===== config.mk =====
export PLATFORM = sky130hd
export DESIGN_NAME = flit_sender
export DESIGN_NICKNAME = d
export VERILOG_FILES = /design/src/rtl/flit_sender.sv
export SDC_FILE = /design/constraint.sdc
export NUM_CORES = 1
export LEC_CHECK = 0
export ABC_AREA = 1
export ABC_CLOCK_PERIOD_IN_PS = 2000
export CAP_MARGIN = 20
export CORE_UTILIZATION = 50
export CTS_BUF_LIST = sky130_fd_sc_hd__clkbuf_4
export CTS_CLUSTER_DIAMETER = 100
export DETAILED_ROUTE_END_ITERATION = 8
export GPL_ROUTABILITY_DRIVEN = 0
export PLACE_DENSITY_LB_ADDON = 0.12
export SLEW_MARGIN = 20
export SYNTH_ARGS = -nofsm -noshare
export SYNTH_HDL_FRONTEND = slang
export SYNTH_SLANG_ARGS = --single-unit

===== constraint.sdc =====
create_clock -name clk -period 2 [get_ports clk]
set_clock_uncertainty 0.1 [all_clocks]
set_input_delay 0.4 -clock clk [delete_from_list [all_inputs] [get_ports clk]]
set_output_delay 0.4 -clock clk [all_outputs]
set_load 0.02 [all_outputs]

===== src/rtl/flit_sender.sv =====
// Credit-based flit sender feeding a downstream circular buffer of BUFFER_SIZE slots.
// Optional credit-overflow detection on err_o when FLIT_SENDER_CREDIT_CHECK_EN is defined.
module flit_sender #(
    parameter int BUFFER_SIZE = 8,
    parameter int FLIT_SIZE   = 16,
    localparam int CNT_W      = $clog2(BUFFER_SIZE + 1)
) (
    input  logic                 clk,
    input  logic                 rst,
    input  logic [FLIT_SIZE-1:0] data_i,
    input  logic                 valid_i,
    output logic                 ready_o,
    output logic [FLIT_SIZE-1:0] flit_o,
    output logic                 flit_valid_o,
    input  logic                 credit_i,
    output logic [CNT_W-1:0]     credits_o,
    output logic                 err_o
);

    typedef enum logic {IDLE, WAIT} state_t;

    localparam logic [CNT_W-1:0] FULL = CNT_W'(BUFFER_SIZE);

    state_t               state;
    logic [FLIT_SIZE-1:0] hold;
    logic                 has_credit;
    logic                 send;

    assign ready_o = (state == IDLE);

    // Send decision looks only at the registered count; a same-cycle credit_i helps next cycle.
    always_comb begin
        has_credit = (credits_o != '0);
        send       = has_credit && ((state == WAIT) || valid_i);
    end

    always_ff @(posedge clk) begin
        if (rst) begin
            state        <= IDLE;
            credits_o    <= FULL;
            flit_valid_o <= 1'b0;
            flit_o       <= '0;
            hold         <= '0;
        end else begin
            flit_valid_o <= 1'b0;
            case (state)
                IDLE: begin
                    if (valid_i) begin
                        if (has_credit) begin
                            flit_o       <= data_i;
                            flit_valid_o <= 1'b1;
                        end else begin
                            hold  <= data_i;
                            state <= WAIT;
                        end
                    end
                end
                WAIT: begin
                    if (has_credit) begin
                        flit_o       <= hold;
                        flit_valid_o <= 1'b1;
                        state        <= IDLE;
                    end
                end
                default: state <= IDLE;
            endcase

            // Simultaneous send and credit cancel; a returned credit at full count saturates.
            if (send && !credit_i)
                credits_o <= credits_o - 1'b1;
            else if (!send && credit_i && (credits_o != FULL))
                credits_o <= credits_o + 1'b1;
        end
    end

`ifdef FLIT_SENDER_CREDIT_CHECK_EN
    always_ff @(posedge clk) begin
        if (rst)
            err_o <= 1'b0;
        else if (credit_i && !send && (credits_o == FULL))
            err_o <= 1'b1;
    end
`else
    assign err_o = 1'b0;
`endif

endmodule


### Yosys cells after proc, flatten, opt, wreduce, memory -nomap -nowiden

Cells that the tools add are included.

* add/subtract/negate cells: 2
* equal/unequal tests: 4
* mux-type cells: 12
* bitwise gates (word level): 2
* reductions and logical operators: 11

Operator list (number)
* $mux 16: 3
* $pmux 16 s2: 1
* $mux 4: 2
* $reduce_and 3->1: 2
* $add 4x1->4 const B: 1
* $logic_and 1x1->1: 4
* $mux 1: 4
* $ne 2x1->1 const B: 2
* $ne 4x4->1 const B: 1
* $pmux 1 s2: 2
* $reduce_bool 4->1: 1
* $sub 4x1->4 const B: 1
* $logic_not 1->1: 2
* $ne 2x2->1 const B: 1
* $not 1->1: 2
* $reduce_bool 2->1: 1
* $logic_or 1x1->1: 1

* flip-flop bits (word level): 38
* bits of input ports: 20
* output and inout port bits: 23
* logic and storage cells: 36

### Logic depth before layout (Yosys ltp)

* depth in word-level cells: 7
* mapped depth: 12
* depth with buffers taken out: 11

### Least setup slack after synthesis

Ideal clock, no wire load.

* path kind: register to register
* start point: reg credits_o[0]
* end point: reg credits_o[2]
* arrival time: 1487 ps
* slack: 292 ps
* cell stages (with the launch flop): 11
* buffers on the path: 0
* clock period less this slack: 1708 ps
* cells stage by stage: dfxtp_1 nor2_2 nand2_2 nand4_1 nand2_1 inv_1 ha_1 inv_1 nand2_1 xor2_1 a21oi_1

* cells in the longest elaborated chain, start to end: 6
* elaborated cells between the ends (all ways): 12

RTL lines
* start, declared: RTL line 16 `output logic [CNT_W-1:0] credits_o,`
* start signal, assigned: RTL line 70 `credits_o <= credits_o - 1'b1;`
* start signal, assigned: RTL line 72 `credits_o <= credits_o + 1'b1;`
* parallel branches: the longest is 6 deep, another holds $add 4x1->4

Parallel ways; which one is timed is not known. The select of a mux whose other input is x is not followed.
A chain may end at the register's enable or synchronous reset.

### Worst setup path in the final report

* start point: reg credits_o[2]
* end point: out credits_o[2]

No word-level cell between the ends.

==> flow_summary.toml <==
[critical_path]
crit_fanout = 5
cp_cell_sequence = "clkdlybuf4s50_1"
max_stage_delay_ps = 630
critical_path.slowest_cell = "clkdlybuf4s50_1"
critical_path_class = "flop to output port"
startpoint_type = "flop"
worst_setup_path_end_kind = "output port"
r2r-start = "credits_o[0]"
r2r_end = "credits_o[2]"
rr_worst_depth = 10
r2r_setup_slack_ps = 360
worst-path-buf-inv = 1
cpLargestDelayFamily = "buffers and inverters"
cp_data_arrival_time_ps = 1380
required_ps = 1500

[synthesis]
synth_top_cell_area_share_pct = 46.6
async_reset_ff_share_pct = 0
yosysWarningCount = 0
synthCells = 218
synth_fp_nets = 239
syn-cell-area_um2 = 1630
synth.most_common_cell = "nand2_1"
ys_seq_area_share_pct = 46.6
synthTopCellsByArea = "dfxtp_1 (47%), nand2_1 (10%), o21ai_0 (9.8%), nor2_1 (8.1%), a31oi_1 (6.1%)"
ys_types = 26
synth_common_cells = "nand2_1 (45), dfxtp_1 (38), nor2_1 (35), o21ai_0 (32), a31oi_1 (16)"
ys.flop_type = "dfxtp_1"
syn_avg_cell_area_um2 = 7.48
netlist.top_cell.by_area = "dfxtp_1"
synth_edf_count = 0
synth_seq_cells = 38

[sta]
finalSetupTns_ps = 0
hold_violations = 0
rsz0062_at_grt = "false"
period_minus_slack_ps = 1880
setup_viol = 0
maxSlewViolCount = 0
period_share_pct = 94.1
max_freq_mhz = 531

[floorplanning]
num_rows = 20
start_util_pct = 53.0
dieWidth_um = 59.1
fp.dieH_um = 59.1
io_pins = 43
dieArea_um2 = 3500
core_area_um2 = 3080

[placed_design]
portBuffers = 41
hpwl_um = 2370

[global_route]
grt_pass1_vias = 1398
grt-ovfl-total = 0
grt_pass1_wl_um = 6000
grt_max_degree = 22
grt_antenna_before_repair = 0
grt_use_total_pct = 23.0

[clock_tree]
cts_tree = "yes"
clkTransAtPathRegs_ps = 100
cts_setup_buffers = 0
h-tree-depth = 2
clock_latency_ps = 340
clockRootBuffer = "clkbuf_4"
cts_sinks = 38
cts_made_buffers = 5
clock_path_buffers = 2

[power]
irDropWorstVdd_mv = 0.540
p_leak_nw = 0.952
finalPower_mw = 1.87
power_density_nw_per_um2 = 859

[worst_hold_path]
hold_class = "flop to flop"
hold_depth = 2
min_from = "hold[12]"
min_to = "flit_o[12]"

[finish]
final_nets = 285
drive_above_1_share_pct = 10.6
antenna_cells = 0
area_growth_pct = 33.2

[detailed_routing]
drt_pass1_iterations = 4
viasPerCell = 4.96
route.vias.total = 1534
wirelength_um = 3410
postRouteAntennaNets = 0
routedWlPerCell_um = 11.0
drcViolationCount = 0
drtIter0Drc = 60

[run_status]
status = "completed"

[run]
max-cap-violations = 0
where the power goes:
group | leakage (nW) | total, mW | switching (mW) | internal, mW
clock | 0.0331 | 0.387 | 0.241 | 0.146
sequential | 0.312 | 0.910 | 0.0588 | 0.851
combinational | 0.607 | 0.570 | 0.308 | 0.261
total | 0.952 | 1.87 | 0.608 | 1.26
cell families (layout without fill, tap and decap cells):
kind of cell               Yosys count  in the layout  synth area share [%]
AOI/OAI and AO/OA                   55             55                  18.4
xor gates and xnor gates             2              2                  1.07
adders and majority gates            1              1                 0.767
buffers and inverters               27             74                  8.59
DFF                                 38             38                  46.6
other                                1              1                 0.230
and+or+nand+nor                     94             94                  24.3
layout make-up:
type / count / area, um2
multi-input cells: 153 / 731
clock buffers: 6 / 45.0
repair buffers: 51 / 512
fillers: 278 / 905
well taps: 44 / 55.1
clock inverters: 2 / 8.76
inverters: 15 / 61.3
flip-flops and latches: 38 / 761
timing repair:
| item | in CTS | in global routing |
|---|---|---|
| cloned | 0 | 0 |
| resized for setup | 1 | 1 |
| setup endpoints to repair | 1 | 1 |
| hold buffers | 0 | 0 |
worst max-delay path by stage:
stage / from / end / cells after the start
floorplan: credits_o[0] / credits_o[2] / 10
global placement: valid_i / credits_o[2] / 11
detailed placement: valid_i / credits_o[2] / 11
CTS: credits_o[0] / credits_o[0] / 1
global route: credits_o[3] / credits_o[3] / 1
finish: credits_o[2] / credits_o[2] / 1
sequential cells by signal (all words and copies together), names as in the netlist:
name          cells
flit_o           16
hold             16
credits_o         4
flit_valid_o      1
state             1
stage by stage:
stage	utilization, %	setup WS [ps]	hold WS, ps	instances	instance area [um2]
after floorplan	-	292	347	218	1630
after global placement	68.8	32.7	354	301	2120
after detailed placement	68.8	7.27	359	301	2120
after CTS	70.5	24.5	375	309	2170
after global routing	70.6	15.2	394	309	2170
final	70.6	118	370	309	2170
routing by layer:
metal | track usage [%] | part of all wire [%] | wire [um]
met1 | 28.9 | 47 | 1610
met2 | 36.9 | 46 | 1580
met5 | 0 | 0 | 0
met3 | 6.55 | 4.5 | 153
met4 | 9.52 | 1.8 | 63
placed cells by master (no fill, tap or decap), drive strengths merged:
master,count
nand2,49
a21oi,3
ha,1
a211oi,1
conb,1
o21ai,34
nand4,2
dfxtp,38
clkinv,2
clkbuf,6
clkdlybuf4s50,39
xor2,2
o21bai,1
buf,10
a31oi,16
dlymetal6s2s,1
nand3,5
inv,15
nor3,1
dlygate4sd2,1
nor2,37
(Power assumes the default switching activity.)
